### config.mk
export PLATFORM = sky130hd
export DESIGN_NAME = shk_wr_sequencer
export DESIGN_NICKNAME = d
export VERILOG_FILES = /design/src/rtl/shk_wr_sequencer.sv
export SDC_FILE = /design/constraint.sdc
export NUM_CORES = 1
export LEC_CHECK = 0
export ABC_CLOCK_PERIOD_IN_PS = 3600
export BUFFER_PORTS_ARGS = -buffer_cell sky130_fd_sc_hd__buf_4
export CAP_MARGIN = 5
export CELL_PAD_IN_SITES_DETAIL_PLACEMENT = 0
export CELL_PAD_IN_SITES_GLOBAL_PLACEMENT = 2
export CORE_MARGIN = 2
export CORE_UTILIZATION = 30
export CTS_CLUSTER_DIAMETER = 80
export DETAILED_ROUTE_END_ITERATION = 10
export PLACE_DENSITY_LB_ADDON = 0.1
export RECOVER_POWER = 100
export SYNTH_ARGS = -nofsm -noshare
export SYNTH_HDL_FRONTEND = slang
export SYNTH_SLANG_ARGS = --single-unit
### constraint.sdc
create_clock -name i_sys_clk -period 3.6 [get_ports i_sys_clk]
set_input_delay 0.72 -clock i_sys_clk [delete_from_list [all_inputs] [get_ports i_sys_clk]]
set_output_delay 0.72 -clock i_sys_clk [all_outputs]
set_load 0.05 [all_outputs]
### src/rtl/shk_wr_sequencer.sv
// rtl/shk_wr_sequencer.sv - buffered write sequencer driving address/data frames to a shake-to-UART stage
module shk_wr_sequencer #(
    parameter int MD_SIM_ABLE   = 0,
    parameter int NB_BAUD_RATE  = 115200,
    parameter int NB_SYS_FRE    = 100_000_000,
    parameter int WD_SHK_DATA   = 8,
    parameter int WD_SHK_ADDR   = 8,
    parameter int WD_ERR_INFO   = 4,
    parameter int NB_FIFO_DEPTH = 4,
    parameter int NB_TIMEOUT    = 65535
) (
    input  logic                             i_sys_clk,
    input  logic                             i_sys_resetn,
    input  logic                             s_cmd_valid,
    input  logic [WD_SHK_ADDR-1:0]           s_cmd_addr,
    input  logic [WD_SHK_DATA-1:0]           s_cmd_data,
    output logic                             s_cmd_ready,
    output logic                             m_shk_wr_valid,
    output logic                             m_shk_wr_msync,
    output logic [WD_SHK_ADDR-1:0]           m_shk_wr_maddr,
    output logic [WD_SHK_DATA-1:0]           m_shk_wr_mdata,
    input  logic                             m_shk_wr_ready,
    input  logic                             i_err_clr,
    output logic [$clog2(NB_FIFO_DEPTH):0]   o_fifo_level,
    output logic                             o_busy,
    output logic [WD_ERR_INFO-1:0]           m_err_info
);
    // One frame covers start bit, address/data bits, stop bits and a small guard.
    localparam int NB_FRAME = (MD_SIM_ABLE != 0) ? 20
                            : (NB_SYS_FRE / NB_BAUD_RATE) * (WD_SHK_ADDR + 3) + 16;
    localparam int FW = $clog2(NB_FRAME + 1);
    localparam int AW = $clog2(NB_FIFO_DEPTH);
    localparam int LW = AW + 1;
    localparam int TW = $clog2(NB_TIMEOUT + 1);
    localparam int EW = WD_SHK_ADDR + WD_SHK_DATA;

    localparam logic [FW-1:0] FRAME_LAST = FW'(NB_FRAME - 1);
    localparam logic [TW-1:0] TMO_LAST   = TW'(NB_TIMEOUT - 1);
    localparam logic [LW-1:0] LEVEL_FULL = LW'(NB_FIFO_DEPTH);

    typedef enum logic [1:0] {S_IDLE, S_ADDR, S_DATA, S_RELEASE} state_t;

    state_t                 state_q, state_d;
    logic [FW-1:0]          frame_cnt_q;
    logic [TW-1:0]          tmo_cnt_q;
    logic [EW-1:0]          mem [NB_FIFO_DEPTH];
    logic [AW-1:0]          wr_ptr_q, rd_ptr_q;
    logic [LW-1:0]          level_q;
    logic [2:0]             err_q;
    logic [WD_SHK_ADDR-1:0] maddr_q;
    logic [WD_SHK_DATA-1:0] mdata_q;

    logic push, pop, push_full, addr_nack, wait_rdy, tmo_hit, fifo_empty;

    assign fifo_empty = (level_q == '0);
    assign s_cmd_ready = (level_q != LEVEL_FULL);
    assign push       = s_cmd_valid && s_cmd_ready;
    assign push_full  = s_cmd_valid && !s_cmd_ready;
    assign wait_rdy   = (state_q == S_IDLE) && !fifo_empty && !m_shk_wr_ready;
    assign tmo_hit    = wait_rdy && (tmo_cnt_q == TMO_LAST);

    always_comb begin
        state_d   = state_q;
        pop       = 1'b0;
        addr_nack = 1'b0;
        case (state_q)
            S_IDLE: begin
                if (!fifo_empty && m_shk_wr_ready) begin
                    pop     = 1'b1;
                    state_d = S_ADDR;
                end
            end
            S_ADDR: begin
                if (frame_cnt_q == FRAME_LAST) begin
                    // Downstream still ready at the end of the address frame means it never took it.
                    addr_nack = m_shk_wr_ready;
                    state_d   = S_DATA;
                end
            end
            S_DATA: begin
                if (frame_cnt_q == FRAME_LAST) state_d = S_RELEASE;
            end
            S_RELEASE: state_d = S_IDLE;
            default:   state_d = S_IDLE;
        endcase
    end

    always_ff @(posedge i_sys_clk or negedge i_sys_resetn) begin
        if (!i_sys_resetn) begin
            state_q     <= S_IDLE;
            frame_cnt_q <= '0;
            tmo_cnt_q   <= '0;
        end else begin
            state_q <= state_d;
            if (state_d != state_q || (state_q != S_ADDR && state_q != S_DATA))
                frame_cnt_q <= '0;
            else
                frame_cnt_q <= frame_cnt_q + FW'(1);
            if (!wait_rdy || tmo_hit)
                tmo_cnt_q <= '0;
            else
                tmo_cnt_q <= tmo_cnt_q + TW'(1);
        end
    end

    always_ff @(posedge i_sys_clk) begin
        if (push) mem[wr_ptr_q] <= {s_cmd_addr, s_cmd_data};
    end

    always_ff @(posedge i_sys_clk or negedge i_sys_resetn) begin
        if (!i_sys_resetn) begin
            wr_ptr_q <= '0;
            rd_ptr_q <= '0;
            level_q  <= '0;
            maddr_q  <= '0;
            mdata_q  <= '0;
            err_q    <= '0;
        end else begin
            if (push) wr_ptr_q <= wr_ptr_q + AW'(1);
            if (pop) begin
                rd_ptr_q <= rd_ptr_q + AW'(1);
                {maddr_q, mdata_q} <= mem[rd_ptr_q];
            end
            case ({push, pop})
                2'b10:   level_q <= level_q + LW'(1);
                2'b01:   level_q <= level_q - LW'(1);
                default: level_q <= level_q;
            endcase
            // Clear first, then OR in this cycle's events so a coincident error is kept.
            err_q <= (i_err_clr ? 3'b000 : err_q) | {push_full, addr_nack, tmo_hit};
        end
    end

    assign m_shk_wr_valid = (state_q == S_ADDR) || (state_q == S_DATA);
    assign m_shk_wr_msync = (state_q == S_DATA);
    assign m_shk_wr_maddr = maddr_q;
    assign m_shk_wr_mdata = mdata_q;
    assign o_fifo_level   = level_q;
    assign o_busy         = (state_q != S_IDLE);
    assign m_err_info     = WD_ERR_INFO'(err_q);
endmodule

==> metrics.csv, run 1 <==
metric,value,unit
drt first pass iters,4,
register area,0.00337,sq mm
Placement Setup Slack,1.21,ns
DIE HEIGHT,135,um
post-synth top area cell,edfxtp_1,
Fill cells,1616,
CTS H-tree depth,4,
Static Leak,2.31,nW
synth unique cells,44,
Crit. End Element,flip-flop,
setup TNS,0,ns
worst skew pair latency,0.42,ns
setup ws final,0.991,ns
xor and xnor area share after synthesis,5.14,%
Setup Buffers After CTS,0,
Root Buffer,clkbuf_16,
wire length per cell,16.4,um
Die Wd,135,um
cts hold-fix bufs,0,
Post-Synth Simple-Gate Area,10.0,%
CP Class,flip-flop to flip-flop,
DIE AREA,0.0181,sq mm
dpl hpwl,6390,um
outcome,"complete, but fails checks",
worst vdd ir,0.337,mV
grt met2 use,19.9,%
endpoints failing setup,0,
Post-Syn Nets,372,
final hold viol count,0,
GR peak layer,met2,
Comb pwr share,10.9,%
RSZ-0062 raised after global routing,false,
crit path DAT,2.91,ns
"wirelength, routed",10300,um
crit path cell chain,nor3_1 -> nor2b_1 -> and2_0 -> clkbuf_1 -> mux2_2,
cell area power density,624,mW/mm^2
fin crit period,2.61,ns
vias,2878,
layout cell share with drive strength beyond 1,16.4,%
worst-margin pin slew,1.62,ns
io pins,48,
PostCTS Resize Cnt,0,
Main synth FF type,edfxtp_1,
FP Rows,47,
drt drc,0,
antenna violations before repair,0,
Worst setup SP type,flip-flop,
Worst EP required,3.90,ns
Worst Hold Slack,0.483,ns
vias in the first global route,3131,
highest clock rate,0.383,GHz
I/O Buffers,46,
Placer Congestion,0.713,
final core occ,36.6,%
"Seq/Total Area, Yosys",66.0,%
Global Route Usage Sum,12.6,%
GR Util met1,16.1,%
skew final,0.0118,ns
relative slew slack,-7.85,%
Max Fanout on Critical Path,18,
Tot Pwr,0.00380,W
Synth top cells by count,"64 x edfxtp_1, 58 x dfrtp_1, 35 x nor2_1",
Ys Warns,0,
P_int,0.00280,W
M3 GR Usage,3.60,%
Gate Count Post-Synth,338,
P&R area growth vs syn,19.1,%
slowest cell delay on critical path,1.04,ns
Clock Power Share,43.4,%
Mapped Area,0.00511,sq mm
max cap viols,1,
Max Slew Vio Count,59,
Adder-Cell Fraction of Synth Area,3.33,%
failing checks,"max-capacitance violations, max-slew violations",
post-synthesis mux area share,11.0,%
largest net degree at the start of global routing,59,
total CTS buffers,17,
synthesized area per cell,15.1,sq um
Reg power frac,45.7,%
Hold Crit Class,flip-flop to flip-flop,
Clock transition at path regs,0.06,ns
critical path's slowest cell,clkbuf_1,
CTS tree,done,
net switching power,0.000999,W
Initial DRC Count,138,
share of the synthesized area in the top cell type,37.6,%
Core ar.,0.0166,sq mm
synthesis-stage register bit count,122,
# clock sinks,122,
most frequent cell after synthesis,edfxtp_1,
NumNets Final,430,
Multi-input gate area,0.00162,sq mm
antenna cells,0,
post-DR vias/cell,4.58,
Synth async-reset ratio,47.5,%
grt ovf,0,
initial core utilization,30.7,%
clk buf depth,2,
global-route wire length before repair,16800,um
largest family of logic cells by synthesized area,multiplexers,
number of flops mapped to enable cells by yosys,64,
ANT nets after route,0,
sw frac,26.3,%
fin crit share,72.5,%
"top cells by area, synth","edfxtp_1 38%, dfrtp_1 28%, mux4_2 7.1%",
Compound-Gate Fraction of Synth Area,2.55,%
==> flip-flops by register name (all words and copies together), names as in the netlist <==
| register | flops |
|---|---|
| rd_ptr_q | 2 |
| err_q | 3 |
| mem | 64 |
| o_fifo_level | 3 |
| m_shk_wr_mdata | 8 |
| m_shk_wr_maddr | 8 |
| wr_ptr_q | 2 |
| tmo_cnt_q | 16 |
| state_q | 2 |
| frame_cnt_q | 14 |
==> cell type report <==
cell class	instances	area share, %
repair buffers	49	3.29
clock buffers	18	7.05
multi-input cells	194	26.6
flip-flops and latches	122	55.4
well taps	220	4.52
clock inverters	14	2.38
inverters	12	0.740
==> path summary, 6_finish.rpt <==
path / startpoint / end / slack [ns] / cells past startpoint
worst max-delay path: o_fifo_level[2]$_DFFE_PN0P_ / m_shk_wr_mdata[0]$_DFFE_PN0P_ / 0.99 / 5
worst min-delay path: frame_cnt_q[0]$_DFF_PN0_ / frame_cnt_q[0]$_DFF_PN0_ / 0.48 / 1
worst max register to register: o_fifo_level[2]$_DFFE_PN0P_ / m_shk_wr_mdata[0]$_DFFE_PN0P_ / 0.99 / 5
worst min register to register: frame_cnt_q[0]$_DFF_PN0_ / frame_cnt_q[0]$_DFF_PN0_ / 0.48 / 1
max in group asynchronous: i_sys_resetn / tmo_cnt_q[11]$_DFF_PN0_ / 1.91 / 1
min in group asynchronous: i_sys_resetn / frame_cnt_q[8]$_DFF_PN0_ / 0.71 / 1
==> cells by family (layout without fill, tap and decap cells) <==
group           Yosys count  count (layout)
flops                   122             122
simple gates             97              97
mux                      34              34
xor+xnor                 30              30
buf+inv                  22              93
compound gates           19              19
fa+ha+maj                13              13
other cells               1               1
==> stage by stage <==
step	cell area, sq um	std cells
floorplan	5110	338
global placement	5700	597
detailed placement	5700	597
CTS	6280	629
global route	6090	629
finish	6090	629
==> worst max-delay path: cells and delay by family, from the launching register on <==
kind                   cells  cell delay, ns
buffers and inverters      1            1.04
DFF                        1            0.44
muxes                      1            0.43
and+or+nand+nor            3            0.57
==> power by group through the flow <==
stage | Clock [W] | Sequential (W) | Combinational, W
6_report | 0.00165 | 0.00174 | 0.000412
5_1_grt | 0.00177 | 0.00176 | 0.000459
4_1_cts | 0.00170 | 0.00174 | 0.000459
3_5_place_dp | 0 | 0.00177 | 0.000456
3_3_place_gp | 0 | 0.00176 | 0.000459
2_1_floorplan | 0 | 0.00182 | 0.000214
==> per-layer routing <==
metal / share of wire, % / vias up
li1: - / 1361
met1: 46 / 1455
met2: 49 / 49
met3: 3.7 / 13
met4: 1.8 / 0
met5: 0 / -
==> cells in the final DEF, fill, tap and decap left out, types with 3 or more instances in the layout <==
cell type	count
a21oi_1	4
and4_1	5
nand3_1	11
inv_6	3
ha_1	12
mux2_2	17
nor2_1	35
o21ai_0	6
buf_4	4
edfxtp_1	64
dfrtp_1	58
inv_1	12
mux4_2	16
nor3_1	5
nor2b_1	3
xnor2_1	13
xor2_1	17
and3_1	6
nand4_1	7
clkbuf_1	45
nand2_1	13
clkbuf_16	17
clkinv_4	3
(Power assumes the default switching activity.)
==> run 2: changes to the inputs <==
--- a/config.mk
+++ b/config.mk
@@ -5,7 +5,8 @@
 export SDC_FILE = /design/constraint.sdc
 export NUM_CORES = 1
 export LEC_CHECK = 0
-export ABC_CLOCK_PERIOD_IN_PS = 3600
+export ABC_AREA = 1
+export ABC_CLOCK_PERIOD_IN_PS = 2100
 export BUFFER_PORTS_ARGS = -buffer_cell sky130_fd_sc_hd__buf_4
 export CAP_MARGIN = 5
 export CELL_PAD_IN_SITES_DETAIL_PLACEMENT = 0
==> constraint.sdc (replaced) <==
create_clock -name i_sys_clk -period 2.1 [get_ports i_sys_clk]
set_input_delay 0.42 -clock i_sys_clk [delete_from_list [all_inputs] [get_ports i_sys_clk]]
set_output_delay 0.42 -clock i_sys_clk [all_outputs]
set_load 0.05 [all_outputs]
==> metrics.csv, run 2 <==
metric,value,unit,change
grt ovf,0,,unchanged
endpoints failing setup,0,,unchanged
vias in the first global route,3540,,was 3131
clk buf depth,2,,unchanged
largest reg by FF count,mem,,unchanged
Tot Pwr,0.00940,W,was 0.00380 W
"Seq/Total Area, Yosys",64.0,%,was 66.0%
post-synth top area cell,edfxtp_1,,unchanged
Worst Hold Slack,0.147,ns,was 0.483 ns
Post-Syn Nets,483,,was 372
slowest cell delay on critical path,0.41,ns,was 1.04 ns
io pins,48,,unchanged
critical path's slowest cell,dfrtp_1,,was clkbuf_1
largest net degree at the start of global routing,34,,was 59
share of the synthesized area in the top cell type,36.5,%,was 37.6%
max reg flops,64,,unchanged
Synth async-reset ratio,47.5,%,unchanged
CTS tree,done,,unchanged
dpl hpwl,7350,um,was 6390 um
antenna violations before repair,0,,unchanged
setup ws final,0.175,ns,was 0.991 ns
relative slew slack,38.0,%,was -7.85%
PostCTS Resize Cnt,0,,unchanged
Worst EP required,2.40,ns,was 3.90 ns
"wirelength, routed",11300,um,was 10300 um
largest registers,"mem (64), tmo_cnt_q (16), frame_cnt_q (14)",,unchanged
FF-to-FF End,o_fifo_level[2]$_DFFE_PN0P_,,was m_shk_wr_mdata[0]$_DFFE_PN0P_
I/O Buffers,46,,unchanged
cell area power density,1460,mW/mm^2,was 624 mW/mm^2
worst vdd ir,0.670,mV,was 0.337 mV
Global Route Usage Sum,13.6,%,was 12.6%
fin crit share,91.7,%,was 72.5%
synthesis-stage register bit count,122,,unchanged
CTS H-tree depth,4,,unchanged
worst-margin pin slew,0.930,ns,was 1.62 ns
crit path cell chain,inv_2 -> ha_4 -> clkinvlp_4 -> nor2_4 -> ha_4 -> inv_2 -> fa_2 -> a21oi_1 -> o21ai_1 -> xnor2_1,,was nor3_1 -> nor2b_1 -> and2_0 -> clkbuf_1 -> mux2_2
most frequent cell after synthesis,nor2_1,,was edfxtp_1
placed instance area,0.00605,sq mm,was 0.00570 sq mm
Main synth FF type,edfxtp_1,,unchanged
Ys Warns,0,,unchanged
Core ar.,0.0172,sq mm,was 0.0166 sq mm
drt drc,0,,unchanged
vias,3360,,was 2878
fin crit period,1.93,ns,was 2.61 ns
DIE AREA,0.0186,sq mm,was 0.0181 sq mm
Hold Crit Class,input pin to asynchronous set/reset pin,,was flip-flop to flip-flop
FP Rows,48,,was 47
antenna cells,0,,unchanged
Worst setup SP type,flip-flop,,unchanged
ANT nets after route,0,,unchanged
# clock sinks,122,,unchanged
drt first pass iters,4,,unchanged
layout cell share with drive strength beyond 1,20.1,%,was 16.4%
Gate Count Post-Synth,449,,was 338
crit path launch,state_q[0]$_DFF_PN0_,,was o_fifo_level[2]$_DFFE_PN0P_
wire length per cell,14.9,um,was 16.4 um
Synth top cells by count,"65 x nor2_1, 64 x edfxtp_1, 58 x dfrtp_1",,"was 64 x edfxtp_1, 58 x dfrtp_1, 35 x nor2_1"
P&R area growth vs syn,22.4,%,was 19.1%
highest clock rate,0.519,GHz,was 0.383 GHz
Max Slew Vio Count,0,,was 59
number of flops mapped to enable cells by yosys,64,,unchanged
synth unique cells,37,,was 44
synthesized area per cell,11.7,sq um,was 15.1 sq um
Clock transition at path regs,0.06,ns,about the same
r2r setup slk,0.17,ns,was 0.99 ns
NumNets Final,557,,was 430
skew final,0.00843,ns,was 0.0118 ns
Root Buffer,clkbuf_16,,unchanged
most frequent cells in the layout,"64 x nor2_1, 64 x edfxtp_1, 56 x dfrtp_1, 41 x clkbuf_1, 37 x o21ai_0",,"was 64 x edfxtp_1, 58 x dfrtp_1, 45 x clkbuf_1, 35 x nor2_1"
outcome,completed,,"was complete, but fails checks"
Static Leak,2.48,nW,was 2.31 nW
initial core utilization,30.6,%,was 30.7%
crit path DAT,2.22,ns,was 2.91 ns
Placement Setup Slack,0.162,ns,was 1.21 ns
Initial DRC Count,205,,was 138
Mapped Area,0.00527,sq mm,was 0.00511 sq mm
total CTS buffers,17,,unchanged
post-DR vias/cell,4.42,,was 4.58
DIE HEIGHT,137,um,was 135 um
Worst setup endpoint,o_fifo_level[2]$_DFFE_PN0P_,,was m_shk_wr_mdata[0]$_DFFE_PN0P_
Die Wd,137,um,was 135 um
CP Class,flip-flop to flip-flop,,unchanged
global-route wire length before repair,18600,um,was 16800 um
max cap viols,0,,was 1
Crit. End Element,flip-flop,,unchanged
Placer Congestion,0.764,,was 0.713
worst skew pair latency,0.42,ns,about the same
Worst R2R Start,state_q[0]$_DFF_PN0_,,was o_fifo_level[2]$_DFFE_PN0P_
final hold viol count,0,,unchanged
Fill cells,1704,,was 1616
post-route cell area,0.00645,sq mm,was 0.00609 sq mm
R2R cell count,10,,was 5
"top cells by area, synth","edfxtp_1 36%, dfrtp_1 28%, nor2_1 4.6%",,"was edfxtp_1 38%, dfrtp_1 28%, mux4_2 7.1%"
Max Fanout on Critical Path,5,,was 18
run 2: cell types whose count changed after synthesis, sizes merged, moves of 16 or more:
| cell | delta |
|---|---|
| nand2 | +26 |
| o21ai | +33 |
| mux4 | -16 |
| inv | +33 |
| nor2 | +43 |
| o22ai | +18 |
run 2: worst min path at each step:
stage                               endpoint  slack (ns)  cells past startpoint
2_1_floorplan             err_q[0]$_DFF_PN0_        0.12                      0
3_3_place_gp   m_shk_wr_maddr[7]$_DFFE_PN0P_        0.44                      1
4_1_cts            frame_cnt_q[11]$_DFF_PN0_     0.00005                      1
6_report            frame_cnt_q[3]$_DFF_PN0_        0.15                      1
3_5_place_dp   m_shk_wr_maddr[7]$_DFFE_PN0P_        0.44                      1
5_1_grt             frame_cnt_q[3]$_DFF_PN0_        0.21                      1
run 2: cell type report:
cell class              instances  area [sq um]  area share [%]
clock inverters                12           124            1.92
inverters                      46           178            2.75
flip-flops and latches        122          3380            52.3
multi-input cells             269          1690            26.2
well taps                     225           282            4.36
repair buffers                 67           348            5.39
clock buffers                  20           457            7.08
run 2: cells by family after synthesis:
group	count (synthesis)	share of synthesized area, %
AOI/OAI and AO/OA	70	7.36
xor gates and xnor gates	19	3.16
adders and majority gates	13	3.23
buffers and inverters	58	4.56
DFF	122	64.0
muxes	16	3.42
other	1	0.0711
and+or+nand+nor	150	14.2
run 2: what timing repair did:
item,4_1_cts,5_1_grt
hold buffers,0,0
setup buffers,0,4
endpoints found under the setup margin,0,1
run 2: per-stage QoR:
stage,utilization [%],TNS (ns),instances
after floorplan,-,-2.84,449
after global placement,35.1,0,725
after detailed placement,35.1,0,725
after CTS,38.5,0,757
after global routing,37.4,-0.00359,761
final,37.4,0,761
run 2: critical path: cells and delay by family, from the launching register on:
kind | cells | cell delay, ns
flip-flops | 1 | 0.41
XOR/XNOR | 1 | 0.13
AO/OA/AOI/OAI | 2 | 0.22
buffers and inverters | 3 | 0.28
AND/OR/NAND/NOR | 1 | 0.12
adder cells (fa/ha/maj) | 3 | 0.65
run 2: metal layers:
metal  wire length (um)  up-vias  part of all wire [%]  global-route usage, %
met5                  0        -                     0                      0
met4                139        0                   1.2                   5.61
met3                397       11                   3.5                   4.26
met2               5240       59                    46                   20.8
met1               5540     1614                    49                   17.8
li1                   -     1676                     -                      -
run 2: power breakdown:
group / internal [W] / total, W / leakage (nW) / switching [W]
registers: 0.00308 / 0.00330 / 1.34 / 0.000216
logic: 0.000964 / 0.00327 / 0.863 / 0.00230
clock network: 0.00180 / 0.00283 / 0.281 / 0.00104
